==> src/rtl/ysyx_23060072_wb_arbiter_pkg.sv <==
// Shared constants for the writeback arbiter slice.
//   XLEN      : data width
//   REG_AW    : register address width
//   NUM_REGS  : architectural register count
//   CNT_W     : default outstanding-write counter width
//   req_e     : requester encoding used by the round-robin pointer
package ysyx_23060072_wb_arbiter_pkg;
  localparam int XLEN     = 32;
  localparam int REG_AW   = 5;
  localparam int NUM_REGS = 32;
  localparam int CNT_W    = 2;

  typedef enum logic {
    REQ_EXU = 1'b0,
    REQ_LSU = 1'b1
  } req_e;
endpackage

==> src/rtl/ysyx_23060072_wb_scoreboard.sv <==
// Per-register outstanding-write scoreboard.
//   clk, rst_n              : clock, async active-low reset
//   issue_valid_i/rd_i      : decoder dispatch of an rd-writing instruction
//   issue_ready_o           : low when the counter for issue_rd_i is saturated
//   commit_flag_i/addr_i    : registered regfile write (retires one count)
//   rs1_i, rs2_i            : decoder sources
//   hazard_o                : a source still has an uncommitted write
module ysyx_23060072_wb_scoreboard
  import ysyx_23060072_wb_arbiter_pkg::*;
#(
  parameter int REG_AW_P = REG_AW,
  parameter int CNT_W_P  = CNT_W
) (
  input  logic                clk,
  input  logic                rst_n,
  input  logic                issue_valid_i,
  input  logic [REG_AW_P-1:0] issue_rd_i,
  output logic                issue_ready_o,
  input  logic                commit_flag_i,
  input  logic [REG_AW_P-1:0] commit_addr_i,
  input  logic [REG_AW_P-1:0] rs1_i,
  input  logic [REG_AW_P-1:0] rs2_i,
  output logic                hazard_o
);
  localparam int NR = 1 << REG_AW_P;

  logic [CNT_W_P-1:0] cnt [NR];
  logic               issue_fire;
  logic [CNT_W_P-1:0] eff1, eff2;
  logic               bypass1, bypass2;

  assign issue_ready_o = !((issue_rd_i != '0) && (cnt[issue_rd_i] == '1));
  assign issue_fire    = issue_valid_i && issue_ready_o && (issue_rd_i != '0);

  assign cnt[0] = '0;

  for (genvar r = 1; r < NR; r++) begin : g_cnt
    logic               inc, dec;
    logic [CNT_W_P-1:0] cnt_q;

    assign inc    = issue_fire && (issue_rd_i == REG_AW_P'(r));
    assign dec    = commit_flag_i && (commit_addr_i == REG_AW_P'(r));
    assign cnt[r] = cnt_q;

    // Simultaneous issue and commit cancel; a commit at zero is dropped.
    always_ff @(posedge clk or negedge rst_n) begin
      if (!rst_n)                            cnt_q <= '0;
      else if (inc && !dec)                  cnt_q <= cnt_q + CNT_W_P'(1);
      else if (dec && !inc && cnt_q != '0)   cnt_q <= cnt_q - CNT_W_P'(1);
    end

`ifndef SYNTHESIS
    always @(posedge clk) begin
      if (rst_n && dec && !inc)
        assert (cnt_q != '0) else $error("scoreboard underflow on x%0d", r);
    end
`endif
  end

  // The write committing this cycle is visible through the regfile bypass,
  // so it no longer blocks a reader.
  assign bypass1 = commit_flag_i && (commit_addr_i == rs1_i);
  assign bypass2 = commit_flag_i && (commit_addr_i == rs2_i);
  assign eff1    = cnt[rs1_i] - (bypass1 ? CNT_W_P'(1) : CNT_W_P'(0));
  assign eff2    = cnt[rs2_i] - (bypass2 ? CNT_W_P'(1) : CNT_W_P'(0));

  assign hazard_o = ((rs1_i != '0) && (eff1 != '0)) ||
                    ((rs2_i != '0) && (eff2 != '0));
endmodule

==> src/rtl/ysyx_23060072_wb_arbiter.sv <==
// Writeback arbiter: shares the regfile write port between EXU and LSU,
// registers the winning write, and hosts the RAW scoreboard.
//   clk, rst_n                  : clock, async active-low reset
//   issue_*, rs1_i, rs2_i       : decoder dispatch / hazard interface
//   exu_*, lsu_*                : writeback requesters (valid/ready)
//   wb_flag_o/reg_addr_o/wdata_o: registered regfile write port
// Build option: YSYX_23060072_WB_RR_EN selects two-way round-robin;
// otherwise LSU has fixed priority over EXU.
module ysyx_23060072_wb_arbiter
  import ysyx_23060072_wb_arbiter_pkg::*;
#(
  parameter int XLEN_P   = XLEN,
  parameter int REG_AW_P = REG_AW,
  parameter int CNT_W_P  = CNT_W
) (
  input  logic                clk,
  input  logic                rst_n,
  input  logic                issue_valid_i,
  input  logic [REG_AW_P-1:0] issue_rd_i,
  output logic                issue_ready_o,
  input  logic [REG_AW_P-1:0] rs1_i,
  input  logic [REG_AW_P-1:0] rs2_i,
  output logic                hazard_o,
  input  logic                exu_valid_i,
  input  logic [REG_AW_P-1:0] exu_rd_i,
  input  logic [XLEN_P-1:0]   exu_data_i,
  output logic                exu_ready_o,
  input  logic                lsu_valid_i,
  input  logic [REG_AW_P-1:0] lsu_rd_i,
  input  logic [XLEN_P-1:0]   lsu_data_i,
  output logic                lsu_ready_o,
  output logic                wb_flag_o,
  output logic [REG_AW_P-1:0] wb_reg_addr_o,
  output logic [XLEN_P-1:0]   wb_wdata_o
);
  logic                gnt_lsu, gnt_exu, hs;
  logic [REG_AW_P-1:0] sel_rd;
  logic [XLEN_P-1:0]   sel_data;

`ifdef YSYX_23060072_WB_RR_EN
  // ptr names the requester that wins the next collision.
  req_e ptr;
  assign gnt_lsu = lsu_valid_i && (!exu_valid_i || ptr == REQ_LSU);

  always_ff @(posedge clk or negedge rst_n) begin
    if (!rst_n)  ptr <= REQ_EXU;
    else if (hs) ptr <= gnt_lsu ? REQ_EXU : REQ_LSU;
  end
`else
  assign gnt_lsu = lsu_valid_i;
`endif

  assign gnt_exu     = exu_valid_i && !gnt_lsu;
  assign hs          = gnt_lsu || gnt_exu;
  assign lsu_ready_o = gnt_lsu;
  assign exu_ready_o = gnt_exu;
  assign sel_rd      = gnt_lsu ? lsu_rd_i   : exu_rd_i;
  assign sel_data    = gnt_lsu ? lsu_data_i : exu_data_i;

  // x0 writes are accepted but never raise the write enable.
  always_ff @(posedge clk or negedge rst_n) begin
    if (!rst_n) begin
      wb_flag_o     <= 1'b0;
      wb_reg_addr_o <= '0;
      wb_wdata_o    <= '0;
    end else begin
      wb_flag_o <= hs && (sel_rd != '0);
      if (hs) begin
        wb_reg_addr_o <= sel_rd;
        wb_wdata_o    <= sel_data;
      end
    end
  end

  ysyx_23060072_wb_scoreboard #(
    .REG_AW_P (REG_AW_P),
    .CNT_W_P  (CNT_W_P)
  ) u_sb (
    .clk           (clk),
    .rst_n         (rst_n),
    .issue_valid_i (issue_valid_i),
    .issue_rd_i    (issue_rd_i),
    .issue_ready_o (issue_ready_o),
    .commit_flag_i (wb_flag_o),
    .commit_addr_i (wb_reg_addr_o),
    .rs1_i         (rs1_i),
    .rs2_i         (rs2_i),
    .hazard_o      (hazard_o)
  );
endmodule

==> config.mk <==
export PLATFORM = sky130hd
export DESIGN_NAME = ysyx_23060072_wb_arbiter
export DESIGN_NICKNAME = d
export VERILOG_FILES = /design/src/rtl/ysyx_23060072_wb_arbiter_pkg.sv /design/src/rtl/ysyx_23060072_wb_scoreboard.sv /design/src/rtl/ysyx_23060072_wb_arbiter.sv
export SDC_FILE = /design/constraint.sdc
export NUM_CORES = 1
export LEC_CHECK = 0
export ABC_CLOCK_PERIOD_IN_PS = 5900
export CAP_MARGIN = 5
export CORE_MARGIN = 5
export CORE_UTILIZATION = 58
export DETAILED_ROUTE_END_ITERATION = 10
export PLACE_DENSITY = 0.95
export SLEW_MARGIN = 0
export SYNTH_ARGS = -nofsm -noshare
export SYNTH_HDL_FRONTEND = slang
export SYNTH_SLANG_ARGS = --single-unit
==> constraint.sdc <==
create_clock -name clk -period 5.9 [get_ports clk]
set_input_delay 0.59 -clock clk [delete_from_list [all_inputs] [get_ports clk]]
set_output_delay 0.59 -clock clk [all_outputs]
set_load 0.02 [all_outputs]
* After elaboration in Yosys (flattened, before gate mapping)
Index checks and enable logic that the tools add are counted.
** Storage, ports and cells
- Output and inout port bits :: 42
- Register bits after elaboration :: 100
- Word-level logic and storage cells :: 542
** Operators by class
- Reductions and logical operators :: 298
- Add/subtract/negate cells :: 64
- Bitwise gates (word level) :: 3
- Muxes and demuxes :: 75
- Order comparisons :: 3
- Equality and inequality tests :: 65
** Operators with widths (count)
- 1-bit logical AND :: 164
- 5-bit equality test (second input constant) :: 32
- 2-bit 2-to-1 mux :: 68
- 2-bit nonzero test :: 64
- 5-bit by 4-bit equality test with 1-bit output (second input constant) :: 16
- 1-bit logical NOT :: 64
- 2-bit by 1-bit adder with 2-bit output (second input constant) :: 31
- 2-bit by 1-bit subtractor with 2-bit output (second input constant) :: 31
- 5-bit by 3-bit equality test with 1-bit output (second input constant) :: 8
- 32-bit 2-to-1 mux :: 1
- 2-bit binary-select mux with 5-bit select :: 3
- 5-bit by 2-bit equality test with 1-bit output (second input constant) :: 4
- 5-bit nonzero test :: 4
- 6-bit greater-or-equal comparator (second input constant) :: 3
- 5-bit inverter with 6-bit output :: 3
- 5-bit by 1-bit equality test with 1-bit output (second input constant) :: 2
- 5-bit equality test :: 2
- 5-bit 2-to-1 mux :: 1
- 2-bit subtractor :: 2
- 2-bit equality test (second input constant) :: 1
- 1-bit logical OR :: 2
- 1-bit 2-to-1 mux :: 2

* Logic depth before layout (Yosys ltp)
Gate-level depths: netlist of run 1.
- Depth in word-level cells :: 15
- Mapped depth :: 10
- Gate-level depth less buffers :: 7

* Hierarchy
A second synthesis of run 1 with hierarchy kept.
** Second synthesis, totals
- Cell total of the unflattened synthesis :: 825
- Area total of the unflattened synthesis :: 7479.7 µm²
** Modules (own cells, without submodules)
- ysyx_23060072_wb_scoreboard :: area each 5718.0 µm², cells each 657, sequential area each 1551.5 µm², times used 1
- ysyx_23060072_wb_arbiter :: area each 1761.7 µm², cells each 168, sequential area each 950.9 µm², times used 1

* Worst setup path before layout of run 1
No wires, ideal clock.
- Path kind :: input-to-output
- Start :: in rs2_i[0]
- End :: out hazard_o
- Path slack :: 2683 ps
- Stages :: 7
- Path buffers :: 2
- Required time :: 5310 ps
- Arrival :: 2627 ps
- Cells stage by stage :: clkbuf_1 > clkbuf_1 > mux4_2 > nor4b_1 > nor2_1 > o21ai_0 > o2111ai_1
** On the way
- Longest elaborated chain between the ends :: 8
** Ends and longest elaborated chain
- start: declaration :: RTL line ysyx_23060072_wb_arbiter.sv:22 : input logic [REG_AW_P-1:0] rs2_i,
- 5-bit inverter with 6-bit output (implied by the code) :: RTL line ysyx_23060072_wb_scoreboard.sv:65 : assign eff2 = cnt[rs2_i] - (bypass2 ? CNT_W_P'(1) : CNT_W_P'(0));
- 2-bit binary-select mux with 5-bit select :: RTL line ysyx_23060072_wb_scoreboard.sv:65
- 2-bit 2-to-1 mux (implied by the code) (2 in a row) :: RTL line ysyx_23060072_wb_scoreboard.sv:65
- 2-bit subtractor :: RTL line ysyx_23060072_wb_scoreboard.sv:65
- 2-bit nonzero test :: RTL line ysyx_23060072_wb_scoreboard.sv:68 : ((rs2_i != '0) && (eff2 != '0));
- 1-bit logical AND * :: RTL line ysyx_23060072_wb_scoreboard.sv:68
- 1-bit logical OR * :: RTL line ysyx_23060072_wb_scoreboard.sv:67 : assign hazard_o = ((rs1_i != '0) && (eff1 != '0)) ||
- end: declaration :: RTL line ysyx_23060072_wb_arbiter.sv:23 : output logic hazard_o,
Mark *: on every way between the ends. The rest lies on a longest branch, timed or not. The select of a mux whose other input is x is not followed.

* Worst setup path after layout of run 1
- Start :: in issue_rd_i[1]
- End :: out issue_ready_o
** On the way
- Longest elaborated chain between the ends :: 7
** Ends and longest elaborated chain
- start: declaration :: RTL line ysyx_23060072_wb_arbiter.sv:19 : input logic [REG_AW_P-1:0] issue_rd_i,
- 5-bit inverter with 6-bit output (implied by the code) :: RTL line ysyx_23060072_wb_scoreboard.sv:32 : assign issue_ready_o = !((issue_rd_i != '0) && (cnt[issue_rd_i] == '1));
- 2-bit binary-select mux with 5-bit select :: RTL line ysyx_23060072_wb_scoreboard.sv:32
- 2-bit 2-to-1 mux (implied by the code) (2 in a row) :: RTL line ysyx_23060072_wb_scoreboard.sv:32
- 2-bit equality test :: RTL line ysyx_23060072_wb_scoreboard.sv:32
- 1-bit logical AND * :: RTL line ysyx_23060072_wb_scoreboard.sv:32
- 1-bit logical NOT * :: RTL line ysyx_23060072_wb_scoreboard.sv:32
- end: declaration :: RTL line ysyx_23060072_wb_arbiter.sv:20 : output logic issue_ready_o,
Marks and branches as above.

==> metrics.txt, run 1 <==
# TYPE chip_impl_metric gauge
chip_impl_info{name="status",value="completed"} 1
chip_impl_metric{name="synth-adder-area-share",unit=""} 0
chip_impl_metric{name="cts_sinks",unit=""} 100
chip_impl_info{name="setup.worst_path.start",value="issue_rd_i[1]"} 1
chip_impl_metric{name="clock_path_buffers",unit=""} 2
chip_impl_metric{name="drt_drc_violations_left",unit=""} 0
chip_impl_metric{name="synth-warning-count",unit=""} 0
chip_impl_info{name="cp_cell_sequence",value="clkdlybuf4s50_1 > mux4_2 > nor2_1 > and4bb_4 > o21a_4 > nor2_1 > clkdlybuf4s50_1"} 1
chip_impl_metric{name="vias",unit=""} 6942
chip_impl_metric{name="count_of_flip_flops_with_a_built_in_enable_after_synthesis",unit=""} 0
chip_impl_metric{name="ys_seq_area_frac",unit=""} 0.349
chip_impl_metric{name="yosysTopAreaCellShare",unit=""} 0.349
chip_impl_metric{name="timing.hold.ws",unit="ns"} 0.152
chip_impl_metric{name="routability_driven_placement_congestion_ratio",unit=""} 1.03
chip_impl_metric{name="final.fill_count",unit=""} 855
chip_impl_metric{name="simple_gate_share_of_the_synthesized_area",unit=""} 0.235
chip_impl_metric{name="synth_mux_area_frac",unit=""} 0.194
chip_impl_metric{name="syn_inst",unit=""} 802
chip_impl_metric{name="relSlewSlack",unit=""} 0.256
chip_impl_metric{name="detail_route.first_pass.iterations",unit=""} 6
chip_impl_metric{name="power.share.switching",unit=""} 0.381
chip_impl_metric{name="synth_nets",unit=""} 896
chip_impl_metric{name="viasPerCell",unit=""} 6.45
chip_impl_metric{name="h_tree_levels",unit=""} 3
chip_impl_metric{name="area_growth_syn_to_layout",unit="%"} 22.9
chip_impl_metric{name="dp_slack",unit="ns"} 1.51
chip_impl_metric{name="postCtsSetupBuffers",unit=""} 0
chip_impl_metric{name="synth_seq_cells",unit=""} 100
chip_impl_metric{name="path_max_fanout",unit=""} 25
chip_impl_metric{name="power.ir.vdd_worst",unit="mV"} 0.176
chip_impl_info{name="setup.worst_path.end_class",value="output pin"} 1
chip_impl_metric{name="setup-tns-final",unit="ns"} 0
chip_impl_metric{name="worstPathRequired",unit="ns"} 5.31
chip_impl_metric{name="pwr_density_cell",unit="nW/um2"} 298
chip_impl_metric{name="core",unit="um2"} 12100
chip_impl_info{name="synth.top_cells.by_area",value="sky130_fd_sc_hd__dfrtp_1 (35%), sky130_fd_sc_hd__mux4_2 (9.1%), sky130_fd_sc_hd__mux2i_1 (9.1%)"} 1
chip_impl_metric{name="cp_data_arrival_time",unit="ns"} 3.86
chip_impl_info{name="synth.largest_area_cell",value="sky130_fd_sc_hd__dfrtp_1"} 1
chip_impl_metric{name="io_buffer_count",unit=""} 135
chip_impl_metric{name="remaining_number_of_nets_flagged_by_the_antenna_check_after_routing",unit=""} 0
chip_impl_metric{name="worst_path_max_stage_delay",unit="ns"} 1.21
chip_impl_info{name="synth_top_flop_cell",value="sky130_fd_sc_hd__dfrtp_1"} 1
chip_impl_metric{name="die_boundary_width",unit="um"} 121
chip_impl_metric{name="nets",unit=""} 997
chip_impl_metric{name="cell_count_after_placement",unit=""} 1060
chip_impl_metric{name="maxCapViolations",unit=""} 0
chip_impl_metric{name="postCtsResizedCells",unit=""} 0
chip_impl_metric{name="pin_count",unit=""} 136
chip_impl_metric{name="pwr-share-clk",unit=""} 0.220
chip_impl_metric{name="die_height",unit="um"} 121
chip_impl_metric{name="fin_skew",unit="ns"} 0.00905
chip_impl_metric{name="timing.fmax",unit="GHz"} 0.225
chip_impl_info{name="cts_tree",value="done"} 1
chip_impl_metric{name="grt-ovfl-total",unit=""} 0
chip_impl_metric{name="fp.dieArea",unit="um2"} 14700
chip_impl_metric{name="number_of_global_route_vias_before_repair",unit=""} 6907
chip_impl_metric{name="report.final.setup_viol",unit=""} 0
chip_impl_info{name="setup.worst_path.start_class",value="primary input"} 1
chip_impl_metric{name="synth.avg_cell_area",unit="um2"} 8.94
chip_impl_metric{name="power.net_switching",unit="mW"} 1.00
chip_impl_metric{name="drtIter0Drc",unit=""} 812
chip_impl_metric{name="drv_slew",unit=""} 0
chip_impl_metric{name="antennaDiodeCount",unit=""} 0
chip_impl_metric{name="worstMarginPinSlew",unit="ns"} 1.11
chip_impl_info{name="slowest_stage",value="sky130_fd_sc_hd__clkdlybuf4s50_1"} 1
chip_impl_metric{name="initial_utilization",unit=""} 0.594
chip_impl_metric{name="comb_power_share",unit=""} 0.333
chip_impl_metric{name="synthesis.area",unit="um2"} 7170
chip_impl_metric{name="ctsHoldBuffers",unit=""} 0
chip_impl_metric{name="compound_gate_fraction_of_synth_area",unit=""} 0.151
chip_impl_info{name="unrepaired_setup_endpoints_after_global_routing",value="no"} 1
chip_impl_metric{name="hold_viol_final",unit=""} 0
chip_impl_metric{name="global_route_usage_over_all_layers",unit=""} 0.304
chip_impl_info{name="critical_path.reg2reg.startpoint",value="u_sb.g_cnt[27].cnt_q[0]$_DFFE_PN0P_"} 1
chip_impl_metric{name="initial_antenna_violation_count",unit=""} 1
chip_impl_metric{name="cellLeakagePower",unit="nW"} 3.51
chip_impl_metric{name="netlist-cell-type-count",unit=""} 54
chip_impl_metric{name="layout.cells.non_filler",unit=""} 1076
chip_impl_metric{name="clk_latency",unit="ns"} 0.35
chip_impl_metric{name="place_hpwl",unit="um"} 16100
chip_impl_metric{name="period_needed",unit="ns"} 4.45
chip_impl_metric{name="finalWirelength",unit="um"} 21700
chip_impl_metric{name="placement_row_count",unit=""} 40
chip_impl_metric{name="layout-drive-gt1-share",unit=""} 0.0958
chip_impl_metric{name="path_clk_slew",unit="ns"} 0.07
chip_impl_metric{name="grt_start_max_net_pins",unit=""} 80
chip_impl_metric{name="power.internal",unit="mW"} 1.62
chip_impl_metric{name="cts_inserted_buffers",unit=""} 9
chip_impl_info{name="synth_top_family_by_area",value="simple AND/OR/NAND/NOR gates"} 1
chip_impl_info{name="worstSetupPathType",value="in2out"} 1
chip_impl_metric{name="grt_first_pass_wirelength",unit="um"} 35100
chip_impl_metric{name="yosys.area_share.xor_xnor",unit=""} 0.0330
chip_impl_metric{name="final.setup.worst_slack",unit="ns"} 1.45
chip_impl_metric{name="synth_async_sr_flop_share",unit=""} 1.00
chip_impl_info{name="class_of_the_worst_hold_path",value="in2async"} 1
chip_impl_metric{name="avgRoutedWirePerCell",unit="um"} 20.2
chip_impl_info{name="cts_root_buf",value="sky130_fd_sc_hd__clkbuf_16"} 1
chip_impl_metric{name="power_frac_seq",unit=""} 0.447
chip_impl_metric{name="min_period_over_period",unit=""} 0.753
Yosys cell counts, types with 4 or more instances:
master and instances:
sky130_fd_sc_hd__nand2b_1 10, sky130_fd_sc_hd__mux2_2 8, sky130_fd_sc_hd__nor3_2 7, sky130_fd_sc_hd__o21ai_0 93
sky130_fd_sc_hd__and2_1 13, sky130_fd_sc_hd__or2_2 7, sky130_fd_sc_hd__nor4_1 11, sky130_fd_sc_hd__or3b_2 7
sky130_fd_sc_hd__inv_1 14, sky130_fd_sc_hd__mux4_2 29, sky130_fd_sc_hd__buf_2 4, sky130_fd_sc_hd__clkbuf_1 32
sky130_fd_sc_hd__a21oi_1 33, sky130_fd_sc_hd__nand2_1 126, sky130_fd_sc_hd__buf_1 7, sky130_fd_sc_hd__o21a_1 4
sky130_fd_sc_hd__o22ai_1 4, sky130_fd_sc_hd__nor4_4 4, sky130_fd_sc_hd__a22oi_1 13, sky130_fd_sc_hd__o21ai_1 4
sky130_fd_sc_hd__xor2_1 9, sky130_fd_sc_hd__nand4_1 4, sky130_fd_sc_hd__nand3_1 39, sky130_fd_sc_hd__nor2b_1 11
sky130_fd_sc_hd__and3_1 19, sky130_fd_sc_hd__nor3_1 11, sky130_fd_sc_hd__xnor2_1 18, sky130_fd_sc_hd__nor2_1 41
sky130_fd_sc_hd__or2_0 5, sky130_fd_sc_hd__dfrtp_1 100, sky130_fd_sc_hd__a211oi_1 15, sky130_fd_sc_hd__mux2i_1 65
through the flow:
stage	util	area, um2	total power [mW]
detailed placement	0.707	8520	2.02
CTS	0.730	8810	2.61
finish	0.730	8810	2.63
global placement	0.707	8520	1.98
floorplan	-	7170	1.67
global route	0.730	8810	2.77
kinds of logic after synthesis:
| family | count (synthesis) |
|---|---|
| DFF | 100 |
| muxes | 102 |
| xor gates and xnor gates | 27 |
| buffers and inverters | 62 |
| AOI/OAI and AO/OA | 186 |
| and+or+nand+nor | 325 |
power by group through the flow:
stage	logic (mW)	clock network, mW	registers (mW)
finish	0.875	0.577	1.17
global route	0.960	0.613	1.19
CTS	0.869	0.585	1.15
detailed placement	0.860	0	1.16
global placement	0.830	0	1.15
floorplan	0.600	0	1.07
final timing paths:
kind	slack [ns]	cells after the start	end
worst max-delay path	1.45	7	issue_ready_o
worst min-delay path	0.15	1	u_sb.g_cnt[19].cnt_q[0]$_DFFE_PN0P_
worst max register to register	3.25	7	u_sb.g_cnt[17].cnt_q[0]$_DFFE_PN0P_
worst min register to register	0.54	1	u_sb.g_cnt[29].cnt_q[0]$_DFFE_PN0P_
max in group asynchronous	4.50	2	u_sb.g_cnt[12].cnt_q[0]$_DFFE_PN0P_
min in group clk	0.54	1	u_sb.g_cnt[29].cnt_q[0]$_DFFE_PN0P_
worst max-delay path, delay by kind of cell:
kind	cells	cell delay, ns
AOI/OAI and AO/OA	1	0.29
muxes	1	0.60
and+or+nand+nor	3	0.53
buffers and inverters	2	1.84
cells in the final DEF (no fill, tap or decap), types with 5 or more instances in the layout:
| cell type | netlist | layout |
|---|---|---|
| sky130_fd_sc_hd__nor2b_1 | 11 | 11 |
| sky130_fd_sc_hd__mux2i_1 | 65 | 65 |
| sky130_fd_sc_hd__dfrtp_1 | 100 | 100 |
| sky130_fd_sc_hd__or2_0 | 5 | 5 |
| sky130_fd_sc_hd__inv_1 | 14 | 14 |
| sky130_fd_sc_hd__nor3_2 | 7 | 7 |
| sky130_fd_sc_hd__nand2b_1 | 10 | 10 |
| sky130_fd_sc_hd__mux2_2 | 8 | 8 |
| sky130_fd_sc_hd__clkbuf_16 | 0 | 9 |
| sky130_fd_sc_hd__o21ai_0 | 93 | 93 |
| sky130_fd_sc_hd__nand3_1 | 39 | 39 |
| sky130_fd_sc_hd__clkdlybuf4s50_1 | 0 | 132 |
| sky130_fd_sc_hd__nor4_1 | 11 | 11 |
| sky130_fd_sc_hd__nor3_1 | 11 | 11 |
| sky130_fd_sc_hd__a22oi_1 | 13 | 13 |
| sky130_fd_sc_hd__or3b_2 | 7 | 7 |
| sky130_fd_sc_hd__xor2_1 | 9 | 9 |
| sky130_fd_sc_hd__a211oi_1 | 15 | 15 |
| sky130_fd_sc_hd__mux4_2 | 29 | 29 |
| sky130_fd_sc_hd__and2_1 | 13 | 13 |
| sky130_fd_sc_hd__xnor2_1 | 18 | 18 |
| sky130_fd_sc_hd__or2_2 | 7 | 7 |
| sky130_fd_sc_hd__nor2_1 | 41 | 41 |
| sky130_fd_sc_hd__a21oi_1 | 33 | 33 |
| sky130_fd_sc_hd__nand2_1 | 126 | 126 |
| sky130_fd_sc_hd__and3_1 | 19 | 19 |
flip-flops by register name, indices dropped and copies added, names as in the netlist:
name	cells
wb_flag_o	1
wb_wdata_o	32
wb_reg_addr_o	5
u_sb.g_cnt.cnt_q	62
routing by layer:
| metal | vias to the layer above | track usage | share of wire | wire length, um |
|---|---|---|---|---|
| met3 | 100 | 0.119 | 0.13 | 2800 |
| met2 | 483 | 0.492 | 0.47 | 10200 |
| li1 | 3134 | - | - | - |
| met1 | 3223 | 0.366 | 0.36 | 7800 |
| met4 | 2 | 0.121 | 0.043 | 945 |
| met5 | - | 0 | 0.00060 | 13 |
cell type report:
cell class / count / area (um2) / area share
clock buffer: 10 / 239 / 0.0271
clock inverter: 6 / 47.5 / 0.00540
inverter: 14 / 52.6 / 0.00597
multi-input combinational: 640 / 4400 / 0.499
sequential: 100 / 2500 / 0.284
tap: 168 / 210 / 0.0239
timing repair buffer: 138 / 1360 / 0.155
Power figures use the tool's default switching activity.
==> run 2: changes to the inputs <==
--- a/config.mk
+++ b/config.mk
@@ -5,12 +5,12 @@
 export SDC_FILE = /design/constraint.sdc
 export NUM_CORES = 1
 export LEC_CHECK = 0
-export ABC_CLOCK_PERIOD_IN_PS = 5900
+export ABC_CLOCK_PERIOD_IN_PS = 4500
 export CAP_MARGIN = 5
 export CORE_MARGIN = 5
-export CORE_UTILIZATION = 58
+export CORE_UTILIZATION = 53
 export DETAILED_ROUTE_END_ITERATION = 10
-export PLACE_DENSITY = 0.95
+export PLACE_DENSITY = 0.9
 export SLEW_MARGIN = 0
 export SYNTH_ARGS = -nofsm -noshare
 export SYNTH_HDL_FRONTEND = slang
==> constraint.sdc (replaced) <==
create_clock -name clk -period 4.5 [get_ports clk]
set_input_delay 0.45 -clock clk [delete_from_list [all_inputs] [get_ports clk]]
set_output_delay 0.45 -clock clk [all_outputs]
set_load 0.02 [all_outputs]
==> metrics.txt, run 2 (synthesis gave the netlist of run 1 again) <==
# TYPE chip_impl_metric gauge
chip_impl_info{name="setup.worst_path.start_class",value="primary input"} 1
chip_impl_metric{name="grt-ovfl-total",unit=""} 0
chip_impl_metric{name="place_hpwl",unit="um"} 16600
chip_impl_metric{name="core",unit="um2"} 13200
chip_impl_info{name="most-common-layout-cells",value="sky130_fd_sc_hd__clkdlybuf4s50_1 (132), sky130_fd_sc_hd__nand2_1 (126), sky130_fd_sc_hd__dfrtp_1 (100), sky130_fd_sc_hd__o21ai_0 (93), sky130_fd_sc_hd__mux2i_1 (65)"} 1
chip_impl_metric{name="grt_first_pass_wirelength",unit="um"} 35000
chip_impl_metric{name="drv_slew",unit=""} 0
chip_impl_metric{name="worst_path_max_stage_delay",unit="ns"} 0.93
chip_impl_metric{name="maxCapViolations",unit=""} 0
chip_impl_info{name="cts_tree",value="done"} 1
chip_impl_metric{name="pin_count",unit=""} 136
chip_impl_metric{name="cellLeakagePower",unit="nW"} 3.55
chip_impl_metric{name="number_of_global_route_vias_before_repair",unit=""} 6657
chip_impl_metric{name="postCtsSetupBuffers",unit=""} 0
chip_impl_info{name="status",value="completed"} 1
chip_impl_metric{name="cts_inserted_buffers",unit=""} 9
chip_impl_info{name="biggestRegsByFlops",value="u_sb.g_cnt.cnt_q x62, wb_wdata_o x32, wb_reg_addr_o x5"} 1
chip_impl_metric{name="finalWirelength",unit="um"} 21900
chip_impl_info{name="worstSetupPathType",value="in2out"} 1
chip_impl_metric{name="drt_drc_violations_left",unit=""} 0
chip_impl_metric{name="remaining_number_of_nets_flagged_by_the_antenna_check_after_routing",unit=""} 0
chip_impl_metric{name="pwr_density_cell",unit="nW/um2"} 392
chip_impl_metric{name="clock_path_buffers",unit=""} 2
chip_impl_metric{name="area_growth_syn_to_layout",unit="%"} 23.9
chip_impl_metric{name="cts_sinks",unit=""} 100
chip_impl_metric{name="vias",unit=""} 6924
chip_impl_metric{name="rrSetupSlack",unit="ns"} 1.94
chip_impl_metric{name="relSlewSlack",unit=""} 0.262
chip_impl_metric{name="grt_start_max_net_pins",unit=""} 80
chip_impl_metric{name="worstPathRequired",unit="ns"} 4.05
chip_impl_metric{name="period_needed",unit="ns"} 3.78
chip_impl_metric{name="timing.fmax",unit="GHz"} 0.265
chip_impl_info{name="crit-reg2reg-capture",value="u_sb.g_cnt[17].cnt_q[0]$_DFFE_PN0P_"} 1
chip_impl_metric{name="setup-tns-final",unit="ns"} 0
chip_impl_info{name="slowest_stage",value="sky130_fd_sc_hd__clkdlybuf4s50_1"} 1
chip_impl_metric{name="placement.cell_area",unit="um2"} 8590
chip_impl_info{name="most_common_cell_after_layout_fill_and_taps_aside",value="sky130_fd_sc_hd__clkdlybuf4s50_1"} 1
chip_impl_info{name="cp_cell_sequence",value="clkdlybuf4s50_1 > mux4_2 > mux4_2 > a21oi_1 > o2111ai_1 > clkdlybuf4s50_1"} 1
chip_impl_info{name="top_register",value="u_sb.g_cnt.cnt_q"} 1
chip_impl_info{name="critical_path.reg2reg.startpoint",value="u_sb.g_cnt[25].cnt_q[0]$_DFFE_PN0P_"} 1
chip_impl_metric{name="detail_route.first_pass.iterations",unit=""} 6
chip_impl_metric{name="design_area",unit="um2"} 8880
chip_impl_metric{name="hold_viol_final",unit=""} 0
chip_impl_metric{name="fp.dieArea",unit="um2"} 15900
chip_impl_metric{name="cp_data_arrival_time",unit="ns"} 3.33
chip_impl_metric{name="postCtsResizedCells",unit=""} 0
chip_impl_info{name="setup.worst_path.end_class",value="output pin"} 1
chip_impl_metric{name="min_period_over_period",unit=""} 0.840
chip_impl_metric{name="worst-r2r-cell-count",unit=""} 7
chip_impl_metric{name="placement_row_count",unit=""} 42
chip_impl_metric{name="routability_driven_placement_congestion_ratio",unit=""} 0.966
chip_impl_metric{name="ctsHoldBuffers",unit=""} 0
chip_impl_metric{name="global_route_usage_over_all_layers",unit=""} 0.277
chip_impl_metric{name="path_max_fanout",unit=""} 13
chip_impl_metric{name="initial_antenna_violation_count",unit=""} 0
chip_impl_info{name="class_of_the_worst_hold_path",value="in2async"} 1
chip_impl_metric{name="fin_skew",unit="ns"} 0.0108
chip_impl_metric{name="path_clk_slew",unit="ns"} 0.07
chip_impl_metric{name="path_buf_inv",unit=""} 2
chip_impl_metric{name="largest_register_ff_count",unit=""} 62
chip_impl_metric{name="power.ir.vdd_worst",unit="mV"} 0.213
chip_impl_metric{name="clk_latency",unit="ns"} 0.36
chip_impl_metric{name="report.final.setup_viol",unit=""} 0
chip_impl_info{name="cts_root_buf",value="sky130_fd_sc_hd__clkbuf_16"} 1
chip_impl_metric{name="antennaDiodeCount",unit=""} 0
chip_impl_metric{name="die_boundary_width",unit="um"} 126
chip_impl_metric{name="initial_utilization",unit=""} 0.541
chip_impl_metric{name="layout-drive-gt1-share",unit=""} 0.102
chip_impl_metric{name="drtIter0Drc",unit=""} 750
chip_impl_metric{name="die_height",unit="um"} 126
chip_impl_metric{name="viasPerCell",unit=""} 6.35
chip_impl_metric{name="h_tree_levels",unit=""} 3
chip_impl_info{name="crit_family",value="buffers and inverters"} 1
chip_impl_metric{name="io_buffer_count",unit=""} 135
chip_impl_metric{name="worstMarginPinSlew",unit="ns"} 1.11
chip_impl_metric{name="nets",unit=""} 1004
chip_impl_info{name="unrepaired_setup_endpoints_after_global_routing",value="no"} 1
chip_impl_metric{name="avgRoutedWirePerCell",unit="um"} 20.1
chip_impl_info{name="setup.worst_path.start",value="rs1_i[0]"} 1
chip_impl_info{name="worst_setup_ep",value="hazard_o"} 1
chip_impl_metric{name="crit_cells",unit=""} 6
[run 2: worst min path at each step]
stage                                        start                             endpoint  cells after the start  slack, ns
6_report                                     rst_n  u_sb.g_cnt[26].cnt_q[0]$_DFFE_PN0P_                      1       0.19
5_1_grt                                      rst_n  u_sb.g_cnt[26].cnt_q[0]$_DFFE_PN0P_                      1       0.28
4_1_cts                                      rst_n  u_sb.g_cnt[25].cnt_q[0]$_DFFE_PN0P_                      1       0.24
3_5_place_dp   u_sb.g_cnt[29].cnt_q[0]$_DFFE_PN0P_  u_sb.g_cnt[29].cnt_q[0]$_DFFE_PN0P_                      1       0.53
3_3_place_gp   u_sb.g_cnt[29].cnt_q[0]$_DFFE_PN0P_  u_sb.g_cnt[29].cnt_q[0]$_DFFE_PN0P_                      1       0.50
2_1_floorplan                                rst_n  u_sb.g_cnt[10].cnt_q[0]$_DFFE_PN0P_                      0       0.15
[run 2: layout make-up]
cell class / instances / area, um2
fill: 1074 / 4370
clock inverter: 6 / 62.6
multi-input combinational: 640 / 4400
timing repair buffer: 145 / 1410
tap: 176 / 220
inverter: 14 / 52.6
clock buffer: 10 / 229
sequential: 100 / 2500
[run 2: worst reg2reg max path, delay by kind of cell, from the launching register on]
kind	cells	cell delay, ns
compound gates	3	1.07
flops	1	0.49
mux	1	0.49
simple gates	3	0.39
[run 2: per-stage QoR]
| step | total power [mW] | util | worst slack [ns] | std cells | hold WS [ns] |
|---|---|---|---|---|---|
| 2_1_floorplan | 2.19 | - | 1.56 | 802 | 0.154 |
| 3_3_place_gp | 2.63 | 0.648 | 0.695 | 1075 | 0.499 |
| 3_5_place_dp | 2.68 | 0.648 | 0.735 | 1075 | 0.534 |
| 4_1_cts | 3.47 | 0.670 | 0.732 | 1091 | 0.237 |
| 5_1_grt | 3.67 | 0.670 | 0.500 | 1091 | 0.278 |
| 6_report | 3.48 | 0.670 | 0.720 | 1091 | 0.192 |
[run 2: metal layers]
metal / routed length (um) / track usage / vias to the layer above
li1: - / - / 3148
met1: 8010 / 0.345 / 3240
met2: 10500 / 0.461 / 465
met3: 2730 / 0.0885 / 71
met4: 675 / 0.0858 / 0
met5: 0 / 0 / -
[run 2: where the power goes]
part           switching (mW)  total [mW]  internal, mW  leakage [nW]
registers               0.425        1.55          1.12          1.11
logic                   0.543        1.15         0.612          2.30
clock network           0.382       0.777         0.395         0.145
total                    1.35        3.48          2.13          3.55
==> run 3: changes to the inputs <==
--- a/config.mk
+++ b/config.mk
@@ -5,7 +5,7 @@
 export SDC_FILE = /design/constraint.sdc
 export NUM_CORES = 1
 export LEC_CHECK = 0
-export ABC_CLOCK_PERIOD_IN_PS = 4500
+export ABC_CLOCK_PERIOD_IN_PS = 3900
 export CAP_MARGIN = 5
 export CORE_MARGIN = 5
 export CORE_UTILIZATION = 53
==> constraint.sdc (replaced) <==
create_clock -name clk -period 3.9 [get_ports clk]
set_input_delay 0.39 -clock clk [delete_from_list [all_inputs] [get_ports clk]]
set_output_delay 0.39 -clock clk [all_outputs]
set_load 0.02 [all_outputs]
==> metrics.txt, run 3 (synthesis gave the netlist of run 1 again) <==
# TYPE chip_impl_metric gauge
chip_impl_info{name="status",value="completed"} 1
chip_impl_info{name="cts_tree",value="done"} 1
chip_impl_info{name="unrepaired_setup_endpoints_after_global_routing",value="no"} 1
chip_impl_info{name="crit_family",value="buffers and inverters"} 1
chip_impl_metric{name="power.ir.vdd_worst",unit="mV"} 0.254
chip_impl_metric{name="die_boundary_width",unit="um"} 126
chip_impl_info{name="most-common-layout-cells",value="sky130_fd_sc_hd__clkdlybuf4s50_1 (132), sky130_fd_sc_hd__nand2_1 (126), sky130_fd_sc_hd__dfrtp_1 (100), sky130_fd_sc_hd__o21ai_0 (93), sky130_fd_sc_hd__mux2i_1 (65)"} 1
chip_impl_metric{name="path_max_fanout",unit=""} 14
chip_impl_info{name="most_common_cell_after_layout_fill_and_taps_aside",value="sky130_fd_sc_hd__clkdlybuf4s50_1"} 1
chip_impl_metric{name="drv_slew",unit=""} 0
chip_impl_info{name="crit_path_frequent_cell",value="sky130_fd_sc_hd__clkdlybuf4s50_1"} 1
chip_impl_metric{name="clock_path_buffers",unit=""} 2
chip_impl_metric{name="cp_data_arrival_time",unit="ns"} 3.24
chip_impl_metric{name="largest_register_ff_count",unit=""} 62
chip_impl_metric{name="initial_antenna_violation_count",unit=""} 0
chip_impl_metric{name="initial_utilization",unit=""} 0.541
chip_impl_metric{name="rrSetupSlack",unit="ns"} 1.40
chip_impl_info{name="worstSetupPathType",value="in2out"} 1
chip_impl_metric{name="finish.utilization",unit=""} 0.674
chip_impl_info{name="setup.worst_path.end_class",value="output pin"} 1
chip_impl_metric{name="cts_sinks",unit=""} 100
chip_impl_metric{name="layout.cells.non_filler",unit=""} 1096
chip_impl_metric{name="number_of_global_route_vias_before_repair",unit=""} 6886
chip_impl_info{name="cts_root_buf",value="sky130_fd_sc_hd__clkbuf_16"} 1
chip_impl_metric{name="drt_drc_violations_left",unit=""} 0
chip_impl_metric{name="timing.fmax",unit="GHz"} 0.275
chip_impl_metric{name="hold_viol_final",unit=""} 0
chip_impl_metric{name="place_hpwl",unit="um"} 16500
chip_impl_metric{name="worst_path_max_stage_delay",unit="ns"} 0.86
chip_impl_metric{name="cell_count_after_placement",unit=""} 1080
chip_impl_metric{name="die_height",unit="um"} 126
chip_impl_metric{name="postCtsSetupBuffers",unit=""} 0
chip_impl_metric{name="grt-ovfl-total",unit=""} 0
chip_impl_info{name="setup.worst_path.start_class",value="primary input"} 1
chip_impl_metric{name="layout-drive-gt1-share",unit=""} 0.107
chip_impl_metric{name="placement_row_count",unit=""} 42
chip_impl_metric{name="finalWirelength",unit="um"} 21600
chip_impl_metric{name="area_growth_syn_to_layout",unit="%"} 24.6
chip_impl_metric{name="setup-tns-final",unit="ns"} 0
chip_impl_metric{name="cellLeakagePower",unit="nW"} 3.58
chip_impl_metric{name="ctsHoldBuffers",unit=""} 0
chip_impl_metric{name="io_buffer_count",unit=""} 135
chip_impl_info{name="biggestRegsByFlops",value="u_sb.g_cnt.cnt_q x62, wb_wdata_o x32, wb_reg_addr_o x5"} 1
chip_impl_metric{name="clk_latency",unit="ns"} 0.36
chip_impl_metric{name="min_period_over_period",unit=""} 0.931
chip_impl_metric{name="postCtsResizedCells",unit=""} 0
chip_impl_metric{name="period_needed",unit="ns"} 3.63
chip_impl_metric{name="relSlewSlack",unit=""} 0.266
chip_impl_metric{name="grt_first_pass_wirelength",unit="um"} 35000
chip_impl_metric{name="remaining_number_of_nets_flagged_by_the_antenna_check_after_routing",unit=""} 0
chip_impl_metric{name="worstPathRequired",unit="ns"} 3.51
chip_impl_metric{name="worstMarginPinSlew",unit="ns"} 1.10
chip_impl_metric{name="maxCapViolations",unit=""} 0
chip_impl_metric{name="routability_driven_placement_congestion_ratio",unit=""} 0.992
chip_impl_metric{name="nets",unit=""} 1009
chip_impl_metric{name="pin_count",unit=""} 136
chip_impl_info{name="slowest_stage",value="sky130_fd_sc_hd__clkdlybuf4s50_1"} 1
chip_impl_metric{name="avgRoutedWirePerCell",unit="um"} 19.7
chip_impl_metric{name="path_clk_slew",unit="ns"} 0.07
chip_impl_metric{name="detail_route.first_pass.iterations",unit=""} 5
chip_impl_metric{name="fin_skew",unit="ns"} 0.0178
chip_impl_metric{name="antennaDiodeCount",unit=""} 0
chip_impl_info{name="top_register",value="u_sb.g_cnt.cnt_q"} 1
chip_impl_metric{name="global_route_usage_over_all_layers",unit=""} 0.274
chip_impl_metric{name="cts_inserted_buffers",unit=""} 9
chip_impl_metric{name="vias",unit=""} 6873
chip_impl_metric{name="pwr_density_cell",unit="nW/um2"} 452
chip_impl_metric{name="path_buf_inv",unit=""} 2
chip_impl_metric{name="fp.dieArea",unit="um2"} 15900
chip_impl_metric{name="report.final.setup_viol",unit=""} 0
chip_impl_info{name="cp_cell_sequence",value="clkdlybuf4s50_1 > mux4_2 > a22oi_1 > nand3_1 > o21a_4 > nor2_1 > clkdlybuf4s50_1"} 1
chip_impl_metric{name="h_tree_levels",unit=""} 3
chip_impl_metric{name="drtIter0Drc",unit=""} 737
chip_impl_info{name="class_of_the_worst_hold_path",value="in2async"} 1
chip_impl_metric{name="viasPerCell",unit=""} 6.27
chip_impl_metric{name="core",unit="um2"} 13200
chip_impl_metric{name="grt_start_max_net_pins",unit=""} 80
chip_impl_metric{name="timing.hold.ws",unit="ns"} 0.0573
==> run 3: cell types whose count changed in the layout (fill, tap and decap cells not counted), sizes merged <==
cell / before / now
inv: 20 / 18
bufinv: 0 / 1
buf: 13 / 18
clkinv: 0 / 1
==> run 3: layer usage <==
metal | share of wire | track usage
met5 | 0 | 0
met4 | 0.041 | 0.126
met3 | 0.12 | 0.0919
met2 | 0.47 | 0.446
met1 | 0.37 | 0.331
==> run 3: where the power goes <==
part,switching [mW],internal [mW]
clock,0.425,0.511
combinational,0.616,0.709
sequential,0.479,1.30
==> run 3: path summary, 6_finish.rpt <==
path | start | end | cells after the start
worst min-delay path | rst_n | u_sb.g_cnt[24].cnt_q[1]$_DFFE_PN0P_ | 1
worst max-delay path | issue_rd_i[0] | issue_ready_o | 7
min in group clk | u_sb.g_cnt[29].cnt_q[0]$_DFFE_PN0P_ | u_sb.g_cnt[29].cnt_q[0]$_DFFE_PN0P_ | 1
max in group asynchronous | rst_n | u_sb.g_cnt[23].cnt_q[1]$_DFFE_PN0P_ | 2
worst min register to register | u_sb.g_cnt[29].cnt_q[0]$_DFFE_PN0P_ | u_sb.g_cnt[29].cnt_q[0]$_DFFE_PN0P_ | 1
worst max register to register | u_sb.g_cnt[27].cnt_q[0]$_DFFE_PN0P_ | u_sb.g_cnt[22].cnt_q[0]$_DFFE_PN0P_ | 7
==> run 3: final cells by class <==
class                           instances  area, um2
Multi-Input combinational cell        640       4400
Fill cell                            1016       4310
Tap cell                              176        220
Timing Repair Buffer                  150       1450
Inverter                               14       52.6
Clock inverter                          6       76.3
Sequential cell                       100       2500
Clock buffer                           10        229
==> run 3: through the flow <==
step	cell area [um2]	setup WS, ns	total power, mW
after detailed placement	8620	0.292	3.08
final	8930	0.270	4.04
after floorplan	7170	1.08	2.53
after global routing	8930	0.119	4.26
after CTS	8930	0.282	4.02
after global placement	8620	0.315	3.02
